### src/rtl/opl_audio_dac.sv
// rtl/opl_audio_dac.sv - OPL2 sample CDC, DC blocker, ramped gain and 2nd-order sigma-delta DAC
// Purpose: moves the phi2-domain sample into clk, optionally removes DC, applies a
// pop-free volume/mute gain and converts the result to a 1-bit sigma-delta stream.
// Ports:
//   clk              16 MHz DAC clock
//   rst              synchronous reset, active-high
//   sample_tgl       toggles once per new sample (phi2 domain)
//   sample_in[15:0]  signed sample, stable from >= 4 clk before a toggle until the next
//   volume[7:0]      unsigned gain, 128 = unity
//   mute             1 ramps the gain to 0
//   sample_strobe    1-cycle pulse when a sample is captured
//   clip             1-cycle pulse for every cycle the gain stage saturates
//   muted            1 while the effective gain is 0
//   dac_out          sigma-delta bitstream

module opl_audio_dac #(
  parameter int DCB_EN    = 1,
  parameter int DCB_SHIFT = 10,
  parameter int RAMP_DIV  = 16
) (
  input  logic        clk,
  input  logic        rst,
  input  logic        sample_tgl,
  input  logic [15:0] sample_in,
  input  logic [7:0]  volume,
  input  logic        mute,
  output logic        sample_strobe,
  output logic        clip,
  output logic        muted,
  output logic        dac_out
);

  localparam int CNT_W = (RAMP_DIV > 1) ? $clog2(RAMP_DIV) : 1;

  function automatic logic signed [23:0] sat24(input logic signed [25:0] v);
    if (v > 26'sd8388607) return 24'sh7FFFFF;
    else if (v < -26'sd8388608) return 24'sh800000;
    else return v[23:0];
  endfunction

  // ---------------------------------------------------------------------------
  // Toggle-handshake CDC: two sync flops plus a history flop. The sample bus is
  // quasi-static around the toggle, so it is captured directly.
  // ---------------------------------------------------------------------------
  logic [1:0]        r_sync;
  logic              r_prev;
  logic              w_new;
  logic              r_strobe;
  logic signed [15:0] r_x;

  assign w_new = r_sync[1] ^ r_prev;

  always_ff @(posedge clk) begin
    if (rst) begin
      r_sync   <= 2'b00;
      r_prev   <= 1'b0;
      r_strobe <= 1'b0;
      r_x      <= 16'sd0;
    end else begin
      r_sync   <= {r_sync[0], sample_tgl};
      r_prev   <= r_sync[1];
      r_strobe <= w_new;
      if (w_new) r_x <= sample_in;
    end
  end

  // ---------------------------------------------------------------------------
  // DC blocker: one-pole high-pass in Q16.8, advanced once per captured sample.
  // ---------------------------------------------------------------------------
  logic signed [15:0] w_dcb;

  generate
    if (DCB_EN != 0) begin : g_dcb
      logic signed [23:0] r_acc;
      logic signed [15:0] r_x_prev;
      logic signed [16:0] w_diff;
      logic signed [23:0] w_leak;
      logic signed [25:0] w_sum;

      assign w_diff = {r_x[15], r_x} - {r_x_prev[15], r_x_prev};
      assign w_leak = r_acc >>> DCB_SHIFT;
      assign w_sum  = {w_diff[16], w_diff, 8'd0}
                    + {{2{r_acc[23]}}, r_acc}
                    - {{2{w_leak[23]}}, w_leak};

      always_ff @(posedge clk) begin
        if (rst) begin
          r_acc    <= 24'sd0;
          r_x_prev <= 16'sd0;
        end else if (r_strobe) begin
          r_acc    <= sat24(w_sum);
          r_x_prev <= r_x;
        end
      end

      assign w_dcb = r_acc[23:8];
    end else begin : g_bypass
      assign w_dcb = r_x;
    end
  endgenerate

  // ---------------------------------------------------------------------------
  // Gain ramp: the effective gain only ever moves one LSB per RAMP_DIV cycles,
  // so volume and mute changes never produce a step in the output.
  // ---------------------------------------------------------------------------
  logic [CNT_W-1:0] r_cnt;
  logic             w_wrap;
  logic [7:0]       w_target;
  logic [7:0]       w_gain_next;
  logic [7:0]       r_eff_gain;
  logic             r_muted;

  assign w_wrap = (r_cnt == CNT_W'(RAMP_DIV - 1));

  always_comb begin
    w_target    = mute ? 8'd0 : volume;
    w_gain_next = r_eff_gain;
    if (w_wrap) begin
      if (r_eff_gain < w_target)      w_gain_next = r_eff_gain + 8'd1;
      else if (r_eff_gain > w_target) w_gain_next = r_eff_gain - 8'd1;
    end
  end

  always_ff @(posedge clk) begin
    if (rst) begin
      r_cnt      <= '0;
      r_eff_gain <= 8'd0;
      r_muted    <= 1'b1;
    end else begin
      r_cnt      <= w_wrap ? '0 : r_cnt + CNT_W'(1);
      r_eff_gain <= w_gain_next;
      // Derived from the next gain so muted changes on the same edge as the gain.
      r_muted    <= (w_gain_next == 8'd0);
    end
  end

  // ---------------------------------------------------------------------------
  // Gain stage: dcb x gain / 128 with 16-bit saturation.
  // ---------------------------------------------------------------------------
  logic signed [24:0] w_prod;
  logic signed [24:0] w_shift;
  logic signed [15:0] r_scaled;
  logic               r_clip;

  assign w_prod  = $signed({{9{w_dcb[15]}}, w_dcb}) * $signed({17'd0, r_eff_gain});
  assign w_shift = w_prod >>> 7;

  always_ff @(posedge clk) begin
    if (rst) begin
      r_scaled <= 16'sd0;
      r_clip   <= 1'b0;
    end else if (w_shift > 25'sd32767) begin
      r_scaled <= 16'sh7FFF;
      r_clip   <= 1'b1;
    end else if (w_shift < -25'sd32768) begin
      r_scaled <= 16'sh8000;
      r_clip   <= 1'b1;
    end else begin
      r_scaled <= w_shift[15:0];
      r_clip   <= 1'b0;
    end
  end

  // ---------------------------------------------------------------------------
  // Second-order sigma-delta with saturating integrators. Both integrators see
  // the same feedback; the second one integrates the previous first-stage value.
  // ---------------------------------------------------------------------------
  logic signed [16:0] w_fb;
  logic signed [25:0] w_i1_sum;
  logic signed [25:0] w_i2_sum;
  logic signed [23:0] w_i1_next;
  logic signed [23:0] w_i2_next;
  logic signed [23:0] r_i1;
  logic signed [23:0] r_i2;
  logic               r_dac;

  assign w_fb      = r_dac ? 17'sd32767 : -17'sd32768;
  assign w_i1_sum  = {{2{r_i1[23]}}, r_i1} + {{10{r_scaled[15]}}, r_scaled} - {{9{w_fb[16]}}, w_fb};
  assign w_i2_sum  = {{2{r_i2[23]}}, r_i2} + {{2{r_i1[23]}}, r_i1} - {{9{w_fb[16]}}, w_fb};
  assign w_i1_next = sat24(w_i1_sum);
  assign w_i2_next = sat24(w_i2_sum);

  always_ff @(posedge clk) begin
    if (rst) begin
      r_i1  <= 24'sd0;
      r_i2  <= 24'sd0;
      r_dac <= 1'b0;
    end else begin
      r_i1  <= w_i1_next;
      r_i2  <= w_i2_next;
      r_dac <= ~w_i2_next[23];
    end
  end

  assign sample_strobe = r_strobe;
  assign clip          = r_clip;
  assign muted         = r_muted;
  assign dac_out       = r_dac;

endmodule

### config.mk
export PLATFORM = sky130hd
export DESIGN_NAME = opl_audio_dac
export DESIGN_NICKNAME = d
export VERILOG_FILES = /design/src/rtl/opl_audio_dac.sv
export SDC_FILE = /design/constraint.sdc
export NUM_CORES = 1
export LEC_CHECK = 0
export ABC_AREA = 1
export BUFFER_PORTS_ARGS = -buffer_cell sky130_fd_sc_hd__buf_2
export CORE_ASPECT_RATIO = 0.5
export CORE_MARGIN = 3
export CORE_UTILIZATION = 25
export CTS_CLUSTER_DIAMETER = 150
export DETAILED_ROUTE_END_ITERATION = 16
export PLACE_DENSITY = 0.42
export SYNTH_ARGS = -nofsm -noshare
export SYNTH_HDL_FRONTEND = slang
export SYNTH_SLANG_ARGS = --single-unit
export TNS_END_PERCENT = 1
### constraint.sdc
create_clock -name clk -period 6.5 [get_ports clk]
set_input_delay 0.325 -clock clk [delete_from_list [all_inputs] [get_ports clk]]
set_output_delay 0.325 -clock clk [all_outputs]
set_load 0.05 [all_outputs]
==> results of run 1 <==
[critical path, stage by stage, from the launching register on]
cell                      delay, ns
sky130_fd_sc_hd__dfxtp_1       0.91
sky130_fd_sc_hd__nand2_1       0.22
sky130_fd_sc_hd__inv_1         0.13
sky130_fd_sc_hd__fa_1          0.52
sky130_fd_sc_hd__fa_1          0.58
sky130_fd_sc_hd__inv_1         0.06
sky130_fd_sc_hd__fa_1          0.53
sky130_fd_sc_hd__inv_1         0.06
sky130_fd_sc_hd__fa_1          0.47
sky130_fd_sc_hd__ha_1          0.38
sky130_fd_sc_hd__nand2_1       0.15
sky130_fd_sc_hd__nor2_1        0.15
sky130_fd_sc_hd__nand2_1       0.08
sky130_fd_sc_hd__nor2_1        0.09
sky130_fd_sc_hd__nand2_1       0.07
sky130_fd_sc_hd__nand4_1       0.11
sky130_fd_sc_hd__nand4_1       0.15
sky130_fd_sc_hd__nand2_4       0.24
sky130_fd_sc_hd__a21oi_1       0.12
[layout by cell type (no fill, tap or decap), types with 3 or more instances in the layout]
master and n:
sky130_fd_sc_hd__a21boi_0 3, sky130_fd_sc_hd__a21o_1 7, sky130_fd_sc_hd__a21oi_1 171, sky130_fd_sc_hd__a21oi_2 32
sky130_fd_sc_hd__a31oi_1 4, sky130_fd_sc_hd__buf_2 31, sky130_fd_sc_hd__buf_4 12, sky130_fd_sc_hd__clkbuf_16 17
sky130_fd_sc_hd__clkinvlp_4 4, sky130_fd_sc_hd__dfxtp_1 138, sky130_fd_sc_hd__fa_1 166, sky130_fd_sc_hd__ha_1 157
sky130_fd_sc_hd__inv_1 534, sky130_fd_sc_hd__inv_2 9, sky130_fd_sc_hd__inv_6 3, sky130_fd_sc_hd__nand2_1 613
sky130_fd_sc_hd__nand2_2 56, sky130_fd_sc_hd__nand2_4 4, sky130_fd_sc_hd__nand3_1 129, sky130_fd_sc_hd__nand3_2 23
sky130_fd_sc_hd__nand3b_1 7, sky130_fd_sc_hd__nand4_1 34, sky130_fd_sc_hd__nor2_1 146, sky130_fd_sc_hd__nor2_2 6
sky130_fd_sc_hd__nor3_1 17, sky130_fd_sc_hd__nor3_2 6, sky130_fd_sc_hd__nor4_1 3, sky130_fd_sc_hd__o21a_1 4
sky130_fd_sc_hd__o21ai_0 72, sky130_fd_sc_hd__o21ai_1 6, sky130_fd_sc_hd__o21bai_1 15, sky130_fd_sc_hd__o31ai_1 4
sky130_fd_sc_hd__xnor2_1 29, sky130_fd_sc_hd__xor2_1 56
[layer usage]
layer	share of wire [%]	vias to the layer above	wire length, microns	track usage [%]
li1	-	7826	-	-
met4	1.8	0	867	3.635
met3	2.1	45	1014	1.702
met5	0	-	0	0
met2	45	142	22050	21.98
met1	51	7061	25070	18.74
[power groups by stage]
stage	clock, mW	combinational, mW	sequential [mW]
global route	1.05	8.98	1.29
CTS	1.02	7.95	1.27
floorplan	0	6.33	1.23
global placement	0	7.92	1.29
finish	0.977	7.86	1.26
detailed placement	0	7.89	1.29
[state kept, by name, summed over array words and instances (netlist names), 4 cells and up]
register        flops
r_scaled           16
r_cnt               4
r_i1               24
r_i2               24
g_dcb.r_x_prev     16
r_x                16
g_dcb.r_acc        24
r_eff_gain          8
[cell families after synthesis]
family,after synthesis
AOI/OAI and AO/OA,325
adders and majority gates,323
DFF,139
xor gates and xnor gates,85
and+or+nand+nor,1054
buffers and inverters,616
[worst paths after layout]
path                      start          end  cells after the start
hold reg to reg        r_cnt[0]     r_cnt[0]                      1
setup / recovery  r_eff_gain[4]  r_scaled[1]                     18
setup reg to reg  r_eff_gain[4]  r_scaled[1]                     18
hold / removal       sample_tgl    r_sync[0]                      3
[cell type report]
type / count / area (sq um)
Antenna cell: 2 / 5.005
Clock buffer: 19 / 442.9
Clock inverter: 12 / 115.1
Fill cell: 7872 / 50340
Inverter: 545 / 2047
Multi-Input combinational cell: 1787 / 12610
Sequential cell: 139 / 2786
Tap cell: 945 / 1182
Timing Repair Buffer: 43 / 245.2
==> results by stage, run 1 <==
Pwr:
- VDD sags by at most ~0.00049 V.
- Combinational logic burns between 70 and 80% of the power.
- The clock network is responsible for roughly a tenth of the overall power.
- The static power due to leakage is approximately 10 nW.
- The total net switching power is around 5.8 mW.
- Power comes to roughly 10 mW.
- Dividing total power by cell area gives a power density of roughly 520 nW/um^2.
- Of the total power, registers draw between 10% and 20%.
- The internal power of the cells totals 4.313 mW.
- The switching share of power is between 50% and 60%.

Logic synthesis:
- The area share of the largest cell type after synthesis is between 10% and 20%.
- The most numerous cell in the Yosys netlist is sky130_fd_sc_hd__nand2_1.
- The share of async-settable or async-resettable flops after synthesis is 0%.
- The flip-flop cell with the highest count after synthesis is sky130_fd_sc_hd__dfxtp_1.
- The mean instance size in the synthesized netlist is 7.015 sq um.
- Summing the areas of all xor and xnor instances in the mapped netlist gives under 10% of the synthesized area.
- The combined area of all synthesized cells is around 18,000 sq um.
- By area, the combinational part of the netlist is dominated by adder cells.
- Summing the areas of all compound-gate instances in the mapped netlist gives a little over a tenth of the synthesized area.
- The number of nets in the synthesized netlist is ~2,900.
- sky130_fd_sc_hd__fa_1 takes more of the synthesized area than any other cell.
- Of the total synthesized cell area, the portion taken by full adders, half adders and majority gates is roughly 30%.
- The mux contribution to synthesized area is 0%.
- The number of unique standard cell types used by synthesis is 51.
- The synthesized flop and latch total is approximately 140.
- The synthesized netlist devotes around a quarter of its cell area to simple gates.
- The instance count of the mapped netlist is 2,542.
- The share of the yosys chip area belonging to registers is around 16%.
- The count of warnings emitted by yosys is 0.
- By area the synthesized netlist is led by sky130_fd_sc_hd__fa_1 (19%), sky130_fd_sc_hd__dfxtp_1 (16%), sky130_fd_sc_hd__nand2_1 (13%).
- The number of enable-type register cells in the synthesized netlist is 0.
- After synthesis, the most frequently instantiated cells are sky130_fd_sc_hd__nand2_1 (613), sky130_fd_sc_hd__inv_1 (535), sky130_fd_sc_hd__a21oi_1 (171).

Place:
- Timing analysis after detailed placement gives a worst setup slack of 1.294 ns.
- The number of port buffers is 31.
- The placer's final routability congestion estimate is about 0.84.
- The number of placed instances with taps included is roughly 3,500.
- The cell area after placement is between 15,000 and 20,000 sq um.
- The post-detailed-placement half-perimeter wirelength is approximately 40,000 microns.

STA:
- The number of hold-slack violations in the final timing report is 0.
- The maximum operating frequency is between 150 and 200 MHz.
- The final period demand of the worst path is between 5 and 6 ns.
- Across all setup checks in the final design, the least slack found is roughly 1.3 ns.
- The tightest slew margin relative to the limit is between 30% and 40%.
- In the finished design, the share of the clock period the worst path needs comes to 79.68%.
- The worst slack on hold paths is ~0.076 ns.
- The setup TNS is 0 ns.
- Setup violations remaining at the end of the flow were counted as 0.
- Setup repair after global routing left no endpoint under its margin.
- For the pin with the worst max-slew slack, the measured transition is 0.9988 ns.
- The final worst clock skew is approximately 0.012 ns.
- The final-report max-slew violation count is 0.

Final layout:
- The area growth from synthesis to layout is 8.967%.
- The count of nets after finishing is slightly below 3,000.
- Cells fill about 28% of the core in the end.
- After the flow finishes, the layout carries non-filler instances totaling roughly 3,500.
- The finished cells cover 19,430 sq um.
- The post-route netlist has 8.762% of its cells at a drive strength greater than 1.

Critical path:
- The data arrival time of the critical path is 5.50 ns.
- The largest fanout on the critical path is 22.
- The start-to-end type of the worst setup path is flip-flop to flip-flop.
- The worst register-to-register path has a setup slack of approximately 1.3 ns.
- The worst setup path is launched from a flip-flop.
- The kind of capture point of the worst setup path is a flip-flop.
- The required arrival time at the worst endpoint is about 6.8 ns.

Global routing:
- The initial antenna violation count is 0.
- The first-pass GRT wire length is 80,740 microns.
- The total global routing track utilization is 13.49%.
- The total congestion overflow after global routing is 0.
- The pin count of the biggest net entering global routing is 46.
- The number of global-route vias before repair was 15,250.

Routing:
- Using the TritonRoute via totals, the vias-per-cell ratio works out to roughly 4.3.
- The number of routed nets with antenna violations is 0.
- Detailed routing inserted a total of roughly 15,000 vias.
- The first detailed-routing pass took 5 iterations.
- After detailed routing, the number of remaining DRC violations is 0.
- In the final routed layout, each cell accounts on average for 14.03 microns.
- The total wire length is approximately 50,000 microns.
- After the first detailed-routing iteration, the DRC count stood at about 700.

Clock network:
- The clock passes through at most 2 buffers.
- In this run, post-CTS repair resized a total of 0 instances.
- The number of buffers created by CTS is 17.
- The number of buffers added to fix hold violations after cts is 0.
- The cell sitting at the root of the clock tree is a sky130_fd_sc_hd__clkbuf_16.
- TritonCTS built the clock tree.
- The depth of the CTS H-tree is 4.
- Post-CTS timing repair inserted 0 buffers for setup.
- The clock latency at the later pin of the worst-skew pair is approximately 0.46 ns.
- The clock-pin transition on the worst setup and hold timing paths is 0.07 ns.
- Clock tree synthesis found a total of 139 sinks.

Die:
- The floorplan has approximately 70 rows.
- The core box area is between 60,000 and 70,000 sq um.
- From left edge to right edge, the die measures about 380 microns.
- The initial core utilization is 25.56%.
- The floorplan step set the die height to about 200 microns.
- The floorplan step defined a die boundary enclosing roughly 75,000 sq um.
- The number of top-level pins is 32.

Flow run:
- Max-cap violations in this run came to 0.

Run status:
- The run finished with clean final reports.

Worst hold path:
- The tightest min-delay check is of the primary input to flip-flop type.
Power figures use the tool's default switching activity.
==> run 2, diff against run 1 <==
- clock period: 6.5 -> 4.8 ns (I/O delays scaled with it)
==> results by stage, run 2 (synthesis results as in run 1) <==
Global routing:
- The first-pass GRT wire length is 82,020 microns (+1.6%).
- The number of global-route vias before repair was 15,690 (+2.8%).
- The total global routing track utilization came to 13.61% (+0.12 points).
- The pin count of the biggest net entering global routing is 46 (unchanged).
- The initial antenna violation count is 0 (unchanged).
- The total congestion overflow after global routing is 0 (unchanged).

Clock network:
- The depth of the CTS H-tree came to 4 (unchanged).
- The number of sinks on the clock net is 139 (unchanged).
- The clock latency at the later pin of the worst-skew pair is 0.46 ns (about the same).
- The root buffer cell is sky130_fd_sc_hd__clkbuf_16.
- The number of buffers created by CTS is 17 (unchanged).
- The maximum buffer depth of the clock tree is 2 (unchanged).
- TritonCTS built the clock tree.
- The clock-pin transition on the worst setup and hold timing paths is 0.07 ns (about the same).

Place:
- The worst-case setup slack after placement was -0.002931 ns (-1.297 ns).
- The post-detailed-placement half-perimeter wirelength is 40,560 microns (+1.7%).
- The number of port buffers is 31 (unchanged).
- The placer's final routability congestion estimate came to 0.8453 (+0.55%).

Final layout:
- The largest registers in the layout are g_dcb.r_acc (24), r_i1 (24), r_i2 (24).
- The synthesis-to-finish area growth is 13.53%.
- The multi-input gate area in the final layout is 12,770 sq um (+1.3%).
- The final-layout fill cell count is 7,871 (-0.013%).
- The diode insertion count for antenna repair is 0 (-2).
- The count of nets after finishing is 2,953 (+2.4%).
- In the layout the commonest cells are sky130_fd_sc_hd__nand2_1 (603), sky130_fd_sc_hd__inv_1 (534), sky130_fd_sc_hd__a21oi_1 (166), sky130_fd_sc_hd__fa_1 (164), sky130_fd_sc_hd__ha_1 (148).
- The share of final-layout standard cells stronger than drive strength 1 came to 12.96% (+4.2 points).
- The footprint of the flip-flops and latches is 2833 sq um (+1.7%).
- The library cell used most frequently in the layout, excluding fill and tap cells, is sky130_fd_sc_hd__nand2_1.

Critical path:
- The worst setup path is launched from a flip-flop.
- The data arrival time of the critical path is 4.86 ns (-0.64 ns).
- The highest cell delay on the worst timing path is 0.53 ns (-0.38 ns).
- The required arrival time at the worst endpoint is 5.11 ns (-1.71 ns).
- By startpoint and endpoint, the worst setup path is classified as flip-flop to flip-flop.
- The largest fanout on the critical path came to 9 (-59%).
- Walking the worst path, the cells encountered are nand2_1 > buf_4 > fa_1 > inv_1 > fa_1 > fa_1 > inv_1 > fa_1 > inv_1 > ha_1 > nand2_1 > nor2_1 > nand2_1 > nor2_1 > nand2_1 > nand4_1 > nand4_1 > nand2_4 > a21oi_1.
- The slowest stage cell on the critical path is sky130_fd_sc_hd__fa_1.
- STA classifies the critical path endpoint as a flip-flop.
- The setup slack on the worst flop-to-flop path came to 0.25 ns (-1.07 ns).

STA:
- The measured slew at the worst slew-check pin came to 0.9447 ns (-0.05414 ns).
- The final worst slack came to 0.2508 ns (-1.070 ns).
- The final-report max-slew violation count is 0 (unchanged).
- The number of hold-slack violations in the final timing report is 0 (unchanged).
- The maximum operating frequency is 219.8 MHz (+14%).
- The setup TNS was 0 ns (unchanged).
- The final critical-path share of the clock period is 94.78% (+15 points).
- The tightest slew margin relative to the limit is 36.95% (+3.7 points).
- The final worst clock skew came to 0.01349 ns (+0.001936 ns).
- The final count of negative-setup-slack endpoints is 0 (unchanged).
- Setup repair after global routing could not meet its margin everywhere.
- The final period demand of the worst path is 4.549 ns (-0.6299 ns).

Routing:
- The total wire length is 49,240 microns (+0.50%).
- The mean routed wirelength per cell is 13.83 microns (-1.4%).
- The number of routed nets with antenna violations came to 0 (unchanged).
- The met3 wirelength from detailed routing was 905 microns (-11%).
- The detailed-route wire length on metal 1 came to 25,000 microns (-0.29%).
- The total via count after detailed routing is 15,180 (+0.73%).
- The length of routed met2 wiring is 22,670 microns (+2.8%).
- The routed via count divided by cell count is 4.265 (-1.2%).
- The highest metal layer carrying signal wires in the routed design is met4.
- The post-route DRC violation count is 0 (unchanged).
- The initial detailed-routing violation count came to 521 (-26%).
- The total iterations of the first detailed-routing run is 5 (unchanged).

Die:
- The number of top-level pins is 32 (unchanged).
- The area of the die is 74,760 sq um (unchanged).
- The core box area is 69,770 sq um (unchanged).
- The horizontal die dimension is 383.7 microns (unchanged).
- The die outline height is 194.9 microns (unchanged).
- The number of cell rows is 68 (unchanged).
- The initial core utilization was 25.56% (unchanged).

Flow run:
- The number of max-cap violations is 0 (unchanged).

Worst hold path:
- The type of the worst min-delay path is primary input to flip-flop.

Pwr:
- The total power per unit cell area is 678.3 nW/um^2 (+31%).
- The worst ir drop on vdd is 0.0006358 V (+29%).
- The static power due to leakage is 10.74 nW (+3.5%).

Run status:
- The run finished with clean final reports.
[run 2: cell types whose count changed in the layout (fill, tap and decap cells not counted), moves of 4 or more]
cell | previous run | this run
sky130_fd_sc_hd__ha_1 | 157 | 148
sky130_fd_sc_hd__ha_2 | 0 | 4
sky130_fd_sc_hd__dfxtp_2 | 0 | 10
sky130_fd_sc_hd__a21oi_2 | 32 | 37
sky130_fd_sc_hd__dfxtp_4 | 1 | 10
sky130_fd_sc_hd__buf_12 | 0 | 6
sky130_fd_sc_hd__nand2_2 | 56 | 66
sky130_fd_sc_hd__nor2_1 | 146 | 141
sky130_fd_sc_hd__ha_4 | 0 | 5
sky130_fd_sc_hd__dfxtp_1 | 138 | 119
sky130_fd_sc_hd__buf_4 | 12 | 69
sky130_fd_sc_hd__nand2_1 | 613 | 603
sky130_fd_sc_hd__a21oi_1 | 171 | 166
[run 2: area by class of cell]
type	count	area share, %
flip-flops and latches	139	13.99
clock buffers	21	2.225
well taps	945	5.841
inverters	545	10.11
clock inverters	11	0.5439
repair buffers	111	4.203
multi-input cells	1788	63.08
[run 2: where the power goes]
part | switching, mW | total [mW] | internal, mW
Combinational | 7.10 | 10.8 | 3.71
Sequential | 0.157 | 1.61 | 1.46
Clock | 0.578 | 1.31 | 0.732
[run 2: final timing paths]
kind,from,end,cells after the start
setup / recovery,g_dcb.r_acc[23],r_scaled[1],19
setup reg to reg,g_dcb.r_acc[23],r_scaled[1],19
hold reg to reg,r_cnt[0],r_cnt[0],1
hold / removal,sample_in[12],r_x[12],3
[run 2: layer usage]
layer	up-vias	track usage [%]
met3	26	1.798
met2	106	23.04
li1	7952	-
met5	-	0
met1	7100	18.45
met4	0	2.865
[run 2: what timing repair did]
| action | 4_1_cts | 5_1_grt |
|---|---|---|
| buffers inserted | 0 | 1 |
| hold buffers | 2 | 0 |
| hold endpoints to repair | 2 | 0 |
| pin swaps | 0 | 10 |
| resized for setup | 3 | 64 |
| endpoints found under the setup margin | 5 | 40 |
| cloned | 0 | 1 |
[run 2: stage by stage]
| step | hold slack [ns] | utilization, % | power [mW] | instances | area [sq um] |
|---|---|---|---|---|---|
| global route | 0.02122 | 29.02 | 15.45 | 3560 | 20240 |
| detailed placement | 0.4373 | 27.85 | 12.47 | 3524 | 19430 |
| global placement | 0.4324 | 27.85 | 12.48 | 3524 | 19430 |
| floorplan | 0.3047 | - | 10.23 | 2542 | 17830 |
| CTS | 0.001573 | 28.69 | 13.89 | 3558 | 20020 |
| finish | 0.03280 | 29.02 | 13.73 | 3560 | 20240 |
[run 2: critical path, delay by kind of cell (launching register included)]
kind / cells / cell delay [ns]
AO/OA/AOI/OAI: 1 / 0.09
adder cells (fa/ha/maj): 5 / 2.37
buffers and inverters: 4 / 0.30
flip-flops: 1 / 0.40
AND/OR/NAND/NOR: 9 / 1.25
